$ cat src/rtl/wb_starve_counter.sv
// Saturating starvation counter: counts refused cycles of a requester and
// flags when the count reaches LIMIT.
module wb_starve_counter #(
  parameter int LIMIT = 4
) (
  input  logic clk_i,
  input  logic rst_ni,
  input  logic inc_i,
  input  logic clr_i,
  output logic at_limit_o
);

  localparam int            CW  = (LIMIT < 1) ? 1 : $clog2(LIMIT + 1);
  localparam logic [CW-1:0] LIM = CW'(LIMIT);

  logic [CW-1:0] cnt_q, cnt_d;

  // Clear has priority; otherwise count up and hold at the limit.
  always_comb begin
    cnt_d = cnt_q;
    if (clr_i)                     cnt_d = '0;
    else if (inc_i && cnt_q < LIM) cnt_d = cnt_q + 1'b1;
  end

  // Counter state.
  always_ff @(posedge clk_i or negedge rst_ni) begin
    if (!rst_ni) cnt_q <= '0;
    else         cnt_q <= cnt_d;
  end

  assign at_limit_o = (cnt_q == LIM);

endmodule

$ cat config.mk
export PLATFORM = sky130hd
export DESIGN_NAME = wb_starve_counter
export DESIGN_NICKNAME = d
export VERILOG_FILES = /design/src/rtl/wb_starve_counter.sv
export SDC_FILE = /design/constraint.sdc
export NUM_CORES = 1
export LEC_CHECK = 0
export ABC_AREA = 1
export BUFFER_PORTS_ARGS = -buffer_cell sky130_fd_sc_hd__buf_2
export CELL_PAD_IN_SITES_DETAIL_PLACEMENT = 0
export CELL_PAD_IN_SITES_GLOBAL_PLACEMENT = 1
export CORE_AREA = 2 2 39 41
export DETAILED_ROUTE_END_ITERATION = 7
export DIE_AREA = 0 0 41 43
export PLACE_DENSITY = 0.34
export SYNTH_ARGS = -nofsm -noshare
export SYNTH_HDL_FRONTEND = slang
export SYNTH_SLANG_ARGS = --single-unit
$ cat constraint.sdc
create_clock -name clk_i -period 3.1 [get_ports clk_i]
set_clock_uncertainty 0.2 [all_clocks]
set_input_delay 0.465 -clock clk_i [delete_from_list [all_inputs] [get_ports clk_i]]
set_output_delay 0.465 -clock clk_i [all_outputs]
set_load 0.03 [all_outputs]
==> results of run 1 <==
metal layers:
| metal | part of all wire (%) | wire length (um) |
|---|---|---|
| met4 | 4.8 | 15 |
| met1 | 30 | 93 |
| met3 | 8.0 | 25 |
| met5 | 0 | 0 |
| met2 | 57 | 179 |
stage by stage:
step | hold WS, ps | setup WS (ps) | area [um2]
final | 205 | 1330 | 244
after global routing | 201 | 1240 | 244
after CTS | 193 | 1300 | 244
after detailed placement | 63.9 | 1560 | 208
after global placement | 62.3 | 1550 | 208
after floorplan | -30.6 | 1630 | 168
kinds of logic (layout without fill, tap and decap cells):
family	count (synthesis)	in the layout	share of synthesized area, %
buffers and inverters	5	14	11.2
DFF	3	3	44.8
and+or+nand+nor	9	9	23.1
adders and majority gates	2	2	14.9
AOI/OAI and AO/OA	2	2	5.97
layout by cell type (no fill, tap or decap), types with 2 or more instances in the layout:
cell type / count
nand2_1: 5
inv_1: 4
ha_1: 2
dfrtp_1: 3
nand3_1: 2
a21oi_1: 2
clkbuf_4: 3
buf_2: 4
worst min-delay path by stage:
stage / from / to / slack (ps)
floorplan: rst_ni / cnt_q[0] / -30
detailed placement: rst_ni / cnt_q[2] / 60
global placement: rst_ni / cnt_q[1] / 60
global route: clr_i / cnt_q[2] / 200
finish: clr_i / cnt_q[2] / 210
CTS: clr_i / cnt_q[2] / 190
critical path, delay by kind of cell (launching register included):
family / cells / cell delay, ps
simple gates: 1 / 60
fa+ha+maj: 1 / 190
buf+inv: 3 / 250
flops: 1 / 380
final cells by class:
cell class	instances	area share (%)
sequential	3	30.8
tap	16	8.21
timing repair buffer	5	12.3
inverter	5	7.69
multi-input combinational	13	30.3
clock buffer	4	10.8
report_power, final:
group / switching [uW] / total, uW / internal [uW]
logic: 6.46 / 12.1 / 5.68
registers: 2.14 / 43.9 / 41.8
clock network: 18.8 / 66.9 / 48.1
==> run metrics, run 1 <==
main flop type after synthesis=dfrtp_1; Post-Layout Cell Count=46; most common cell in the synthesized netlist=nand2_1; maximum vdd drop=0.0895 mV; crit path to=at_limit_o; worst slew pin tran=155 ps; RD Place Congestion=0.665; sequential element share of the synthesized area=44.8%; Fin. Hold Viols=0; Synth top cells by count=nand2_1, inv_1, dfrtp_1; r2r startpoint=cnt_q[0]; first-pass GRT wire length=593 um; Total Wirelength=313 um; Syn Area/Cell=7.98 um2; Post-route DRC=0; Root Buffer=clkbuf_4; Vias=169; CTS Hold Buffers Added=1; status=finished clean; die footprint=0.00176 mm2; Chip Width=41 um; Critical Path Start=cnt_q[0]; WHS Path Cells=2; Post-Synthesis Cell Area=about 170 um2; flops & latches, synth=3; required time of the critical path=2430 ps; TritonCTS clock tree=done; num rows=14; P_leak=between 0.0001 and 0.00015 uW; final setup vio count=0; share of post-route cells with drive strength above 1=about a quarter; nets=37; Post-Syn Nets=27; setup TNS=0 ps; routed length per instance=between 6 and 7 um; n_diodes=0; crit-path most repeated cell=inv_1; Post-CTS Setup Inserts=0; critical-path cell list=inv_1, ha_1, nand2_1, inv_1, buf_2; total global routing overflow=0; final worst-path cycle share=57.2%; crit path launch type=flip-flop; Max Buffers Root-to-Sink=2; asr flop ratio synth=100%; H-tree levels=1; relative max-transition margin=about nine tenths; Hold Path Class=in -> reg; M1 GR Usage=3.87%; max reg flops=3; EDFF count, synth=0; Crit path arrival time=1110 ps; Mapped Cells=21; Largest Register=cnt_q; clk sinks=3; Slew Limit Fails=0; TritonCTS buffer count=3; Total Power=123 uW; slowest CP cell=dfrtp_1; fill count=around 160; multi-input logic area=73.8 um2; unrepaired setup endpoints after global routing=no; crit-path max cell delay=380 ps; number of I/O port buffers=4; critical path type=reg -> out; core area=0.00138 mm2; count of cell types in the netlist=9; PwrDens=504 mW/mm2; die height=43 um; effective utilization at floorplan=12.1%; Skew-Pair Late Insertion Delay=~230 ps; Detail Route Antenna Nets=0; Area Overhead vs Synth=45.5%; antenna violations before repair=0; worst reg-to-reg setup slack=1930 ps; # placed instances=between 40 and 50; Crit Path Max Fanout=4; Worst-path clk slew=40 ps; Global Route met2 Usage=under 10%; drt first-iter violations=13; Pre-Repair DR Iteration Count=4; share of the synthesized area in the top cell type=44.8%; most area-hungry cell type in the Yosys netlist=dfrtp_1; Synth warnings=0; top post-synthesis cells by area=dfrtp_1, ha_1, nand2_1; Worst Setup End Kind=primary output; Sequential cell area=approximately 75 um2; Largest regs=cnt_q x3; GR Util All Layers=5.93%; max cap viols=0; largest net degree at the start of global routing=6; GR met3 Demand/Resource=3.14%; RR Endpoint=cnt_q[1]; number of global-route vias before repair=175; Fmax=564 MHz; final core utilization=between 10% and 20%; routed vias/inst=roughly 3.7; post-cts sizing count=0; R2R depth=4; I/O pins=5; fin crit period=1770 ps; Top Usage Layer GRT=met4
(Power assumes the default switching activity.)
==> run 2: changes to the inputs <==
clock period = 1.7 ns   (was 3.1 ns; I/O delays follow)
==> run 2 against run 1 <==
  * Critical path depth stayed put
  * Flip-flop and latch count stayed put
  * Worst hold slack worse by 94 ps
  * Design area is 4.1% higher
  * Non-clock buffer count is 1 higher
  * Sequential power is 82% higher
  * Setup slack worse by 1200 ps
==> run metrics, run 2 (synthesis gave the netlist of run 1 again) <==
Switching Fraction=23.6% (was 22.3%); Metal-1 WL=156 um (was 93 um); Area Overhead vs Synth=51.5% (was 45.5%); Net Switching=54.3 uW (was 27.4 uW); core area=0.00138 mm2 (unchanged); Worst-path clk slew=40 ps (about the same); Chip Width=41 um (unchanged); final hold slack=112 ps (was 205 ps); share of post-route cells with drive strength above 1=25.8% (was 26.7%); final std cell area, no fill=254 um2 (was 244 um2); critical path type=reg -> out (unchanged); Vias=161 (was 169); Detail Route Antenna Nets=0 (unchanged); first-pass GRT wire length=676 um (was 593 um); commonest non-fill, non-tap cells in the layout=nand2_1, inv_1, buf_2 (unchanged); Total Wirelength=364 um (was 313 um); final worst-path cycle share=92.2%; Total Power=230 uW (was 123 uW); I/O pins=5 (unchanged); status=finished clean (unchanged); n_diodes=0 (unchanged); nets=38 (was 37); WL met2=192 um (was 179 um); worst slew pin tran=154 ps (was 155 ps); unrepaired setup endpoints after global routing=no (unchanged); Crit path arrival time=1110 ps (about the same); final core utilization=18.4% (was 17.6%); maximum vdd drop=0.382 mV (was 0.0895 mV); routed length per instance=7.74 um (was 6.80 um); TritonCTS buffer count=3 (unchanged); most common cell after layout, fill and taps aside=nand2_1 (unchanged); Clock Power Share=54.7% (was 54.4%); PwrDens=907 mW/mm2 (was 504 mW/mm2); GR Util All Layers=6.63% (was 5.93%); fill count=168 (was 161); Root Buffer=clkbuf_4 (unchanged); max reg flops=3 (unchanged); setup TNS=0 ps (unchanged); drt first-iter violations=6 (was 13); Placed Area=208 um2 (unchanged); total global routing overflow=0 (unchanged); effective utilization at floorplan=12.1% (unchanged); fin crit period=1570 ps; P_leak=0.000141 uW (was 0.000137 uW); Post-route DRC=0 (unchanged); Crit Path Max Fanout=4 (unchanged); Top Layer Used=met3 (was met4); Hold Path Class=in -> reg (unchanged); die footprint=0.00176 mm2 (unchanged); Slew Limit Fails=0 (unchanged); Skew-Pair Late Insertion Delay=230 ps (about the same); routed vias/inst=3.43 (was 3.67); final setup vio count=0 (unchanged); Worst Setup End Kind=primary output (unchanged); TritonCTS clock tree=done (unchanged); Fin. Hold Viols=0 (unchanged); Largest Register=cnt_q (unchanged); antenna violations before repair=0 (unchanged); die height=43 um (unchanged); num rows=14 (unchanged); clk sinks=3 (unchanged); max cap viols=0 (unchanged); Largest regs=cnt_q x3 (unchanged); relative max-transition margin=89.8% (was 89.7%); met3 WL=15 um (was 25 um); number of global-route vias before repair=169 (was 175); share of total power in sequential cells=34.7% (was 35.7%); post-cts sizing count=0 (unchanged); Fmax=638 MHz; internal power=176 uW (was 95.6 uW); Comb pwr share=10.6% (was 9.9%); dpl hpwl=262 um; required time of the critical path=1240 ps (was 2430 ps); Max Buffers Root-to-Sink=2 (unchanged); H-tree levels=1 (unchanged); number of I/O port buffers=4 (unchanged); crit path launch type=flip-flop (unchanged); largest net degree at the start of global routing=6 (unchanged); Pre-Repair DR Iteration Count=2 (was 4); RD Place Congestion=0.680 (was 0.665)
==> run 2: cell count changes in the layout (fill, tap and decap cells not counted), sizes merged <==
| cell | change |
|---|---|
| dlygate4sd3 | +1 |
==> run 2: power groups by stage <==
stage          Clock, uW  Combinational, uW  Sequential (uW)
2_1_floorplan          0               12.6             80.0
3_3_place_gp           0               21.6             81.6
3_5_place_dp           0               20.9             81.2
4_1_cts              133               24.9             80.3
5_1_grt              144               29.1             80.7
6_report             126               24.4             80.0
==> run 2: timing repair <==
action | 4_1_cts | 5_1_grt
hold buffers | 2 | 0
setup buffers | 0 | 0
hold endpoints to repair | 4 | 0
==> run 2: per-stage QoR <==
step / cells / setup WS (ps)
2_1_floorplan: 21 / 437
3_3_place_gp: 41 / 359
3_5_place_dp: 41 / 361
4_1_cts: 47 / 106
5_1_grt: 47 / 63.1
6_report: 47 / 132
==> run 2: final timing paths <==
path,startpoint,end,slack (ps),cells after the start
min in group asynchronous,rst_ni,cnt_q[2],150,2
hold / removal,inc_i,cnt_q[2],110,3
max in group asynchronous,rst_ni,cnt_q[0],1040,2
setup reg to reg,cnt_q[0],cnt_q[1],520,4
hold reg to reg,cnt_q[1],cnt_q[1],340,2
setup / recovery,cnt_q[0],at_limit_o,130,5
==> run 2: layout make-up <==
| cell class | instances | area (um2) | share of cell area, % |
|---|---|---|---|
| Clock buffer | 4 | 26.3 | 10.3 |
| Multi-Input combinational cell | 13 | 73.8 | 29.1 |
| Timing Repair Buffer | 6 | 40.0 | 15.8 |
| Sequential cell | 3 | 75.1 | 29.6 |
| Inverter | 5 | 18.8 | 7.39 |
| Tap cell | 16 | 20.0 | 7.88 |
==> run 2: worst max-delay path, stage by stage, from the launching register on <==
cell and delay (ps):
dfrtp_1 390, inv_1 60, ha_1 190, nand2_1 60, inv_1 30, buf_2 160
==> run 2: routing by layer <==
metal  vias up  GRT usage, %
met4         0          6.00
met3         0          6.28
li1         85             -
met5         -             0
met2         3          8.75
met1        73          5.48
==> run 3: changes to the inputs <==
CTS_BUF_LIST = sky130_fd_sc_hd__clkbuf_8   (was not set)
GPL_ROUTABILITY_DRIVEN = 1   (was not set)
clock period = 1.9 ns   (was 1.7 ns; I/O delays follow)
==> run 3 against run 2 <==
  * Sequential share of layout area down 0.99 points
  * Critical endpoint unchanged
  * Core utilization grew 0.63 points
  * Critical path type unchanged
  * Flip-flop and latch count is the same
  * Largest power group unchanged
  * Via count shrank 2.5%
==> run metrics, run 3 (synthesis gave the netlist of run 1 again) <==
status=finished clean (unchanged); I/O pins=5 (unchanged); final hold slack=40.3 ps (was 112 ps); max cap viols=0 (unchanged); Post-CTS Setup Inserts=0 (unchanged); post-cts sizing count=0 (unchanged); routed length per instance=8.07 um (was 7.74 um); Worst Setup End Kind=primary output (unchanged); total global routing overflow=0 (unchanged); multi-input logic area=73.8 um2 (unchanged); setup TNS=0 ps (unchanged); required time of the critical path=1410 ps (was 1240 ps); largest net degree at the start of global routing=6 (unchanged); Fmax=633 MHz; Area Overhead vs Synth=56.7% (was 51.5%); maximum vdd drop=0.519 mV (was 0.382 mV); core area=0.00138 mm2 (unchanged); first-pass GRT wire length=676 um (unchanged); final setup vio count=0 (unchanged); RD Place Congestion=0.680 (unchanged); fin crit period=1580 ps; Largest Register=cnt_q (unchanged); routed vias/inst=3.41 (was 3.43); Crit path arrival time=1090 ps (was 1110 ps); Vias=157 (was 161); unrepaired setup endpoints after global routing=no (unchanged); worst slew pin tran=154 ps (unchanged); critical path type=reg -> out (unchanged); die footprint=0.00176 mm2 (unchanged); number of global-route vias before repair=170 (was 169); Hold Path Class=in -> reg (unchanged); Skew-Pair Late Insertion Delay=220 ps (was 230 ps); clk sinks=3 (unchanged); final worst-path cycle share=83.1%; fill count=167 (was 168); PwrDens=1030 mW/mm2 (was 907 mW/mm2); H-tree levels=1 (unchanged); effective utilization at floorplan=12.1% (unchanged); n_diodes=0 (unchanged); Total Wirelength=371 um (was 364 um); Sequential cell area=75.1 um2 (unchanged); nets=37 (was 38); Max Buffers Root-to-Sink=2 (unchanged); die height=43 um (unchanged); dpl hpwl=262 um (unchanged); num rows=14 (unchanged); TritonCTS buffer count=3 (unchanged); TritonCTS clock tree=done (unchanged); Fin. Hold Viols=0 (unchanged); Pre-Repair DR Iteration Count=2 (unchanged); Largest regs=cnt_q x3 (unchanged); relative max-transition margin=89.8% (unchanged); GR Util All Layers=6.63% (unchanged); max reg flops=3 (unchanged); # placed instances=41 (unchanged); Worst-path clk slew=30 ps (was 40 ps); Crit Path Max Fanout=4 (unchanged); drt first-iter violations=5 (was 6); crit path launch type=flip-flop (unchanged); number of I/O port buffers=4 (unchanged); share of post-route cells with drive strength above 1=26.7% (was 25.8%); P_leak=0.000148 uW (was 0.000141 uW); commonest non-fill, non-tap cells in the layout=inv_1, nand2_1, buf_2 (was nand2_1, inv_1, buf_2); Slew Limit Fails=0 (unchanged); Post-route DRC=0 (unchanged); Post-Layout Cell Count=46 (was 47); Chip Width=41 um (unchanged); Detail Route Antenna Nets=0 (unchanged); antenna violations before repair=0 (unchanged); Root Buffer=clkbuf_8 (was clkbuf_4)
==> run 3: changes by cell type in the layout (fill, tap and decap cells not counted) <==
cell / change
dlygate4sd3_1: -1
clkbuf_8: +3
inv_1: +1
clkbuf_1: -1
clkbuf_4: -3
==> run 3: area by class of cell <==
class / instances / area share, %
clock buffer: 3 / 15.7
clock inverter: 1 / 1.43
inverter: 5 / 7.14
tap: 16 / 7.62
sequential: 3 / 28.6
multi-input combinational: 13 / 28.1
timing repair buffer: 5 / 11.4
==> run 3: final timing paths <==
kind                       slack [ps]  startpoint  depth (start not counted)          to
max                               320    cnt_q[0]                          5  at_limit_o
min                                40       clr_i                          2    cnt_q[2]
max reg2reg                       720    cnt_q[0]                          4    cnt_q[1]
min reg2reg                       340    cnt_q[1]                          2    cnt_q[1]
max in group asynchronous        1190      rst_ni                          2    cnt_q[0]
min in group asynchronous         200      rst_ni                          2    cnt_q[2]
==> run 3: metrics by stage <==
step                cell area [um2]  total power [uW]  util, %  setup WS, ps
floorplan                       168              82.9        -           607
global placement                208              92.4     15.0           529
global route                    263               292     19.0           264
finish                          263               272     19.0           321
CTS                             263               278     19.0           301
detailed placement              208              91.4     15.0           531
==> run 3: power by group <==
| part | switching [uW] | internal, uW |
|---|---|---|
| logic | 10.9 | 9.34 |
| clock network | 42.3 | 138 |
| registers | 3.54 | 68.2 |
| total | 56.8 | 215 |
==> run 3: what timing repair did <==
action	in CTS	in global routing
hold buffers	1	0
setup endpoints to repair	0	0
hold endpoints to repair	3	0
==> run 3: critical path, cell delays in order, from the launching register on <==
cell and delay, ps:
dfrtp_1 380, inv_1 60, ha_1 190, nand2_1 60
inv_1 30, buf_2 160
==> run 3: metal layers <==
metal  vias up  track usage (%)  share of wire [%]  wire length [um]
met4         0             6.00                  0                 0
li1         82                -                  -                 -
met5         -                0                  0                 0
met2         3             8.75                 54               201
met1        72             5.48                 39               145
met3         0             6.28                6.5                24
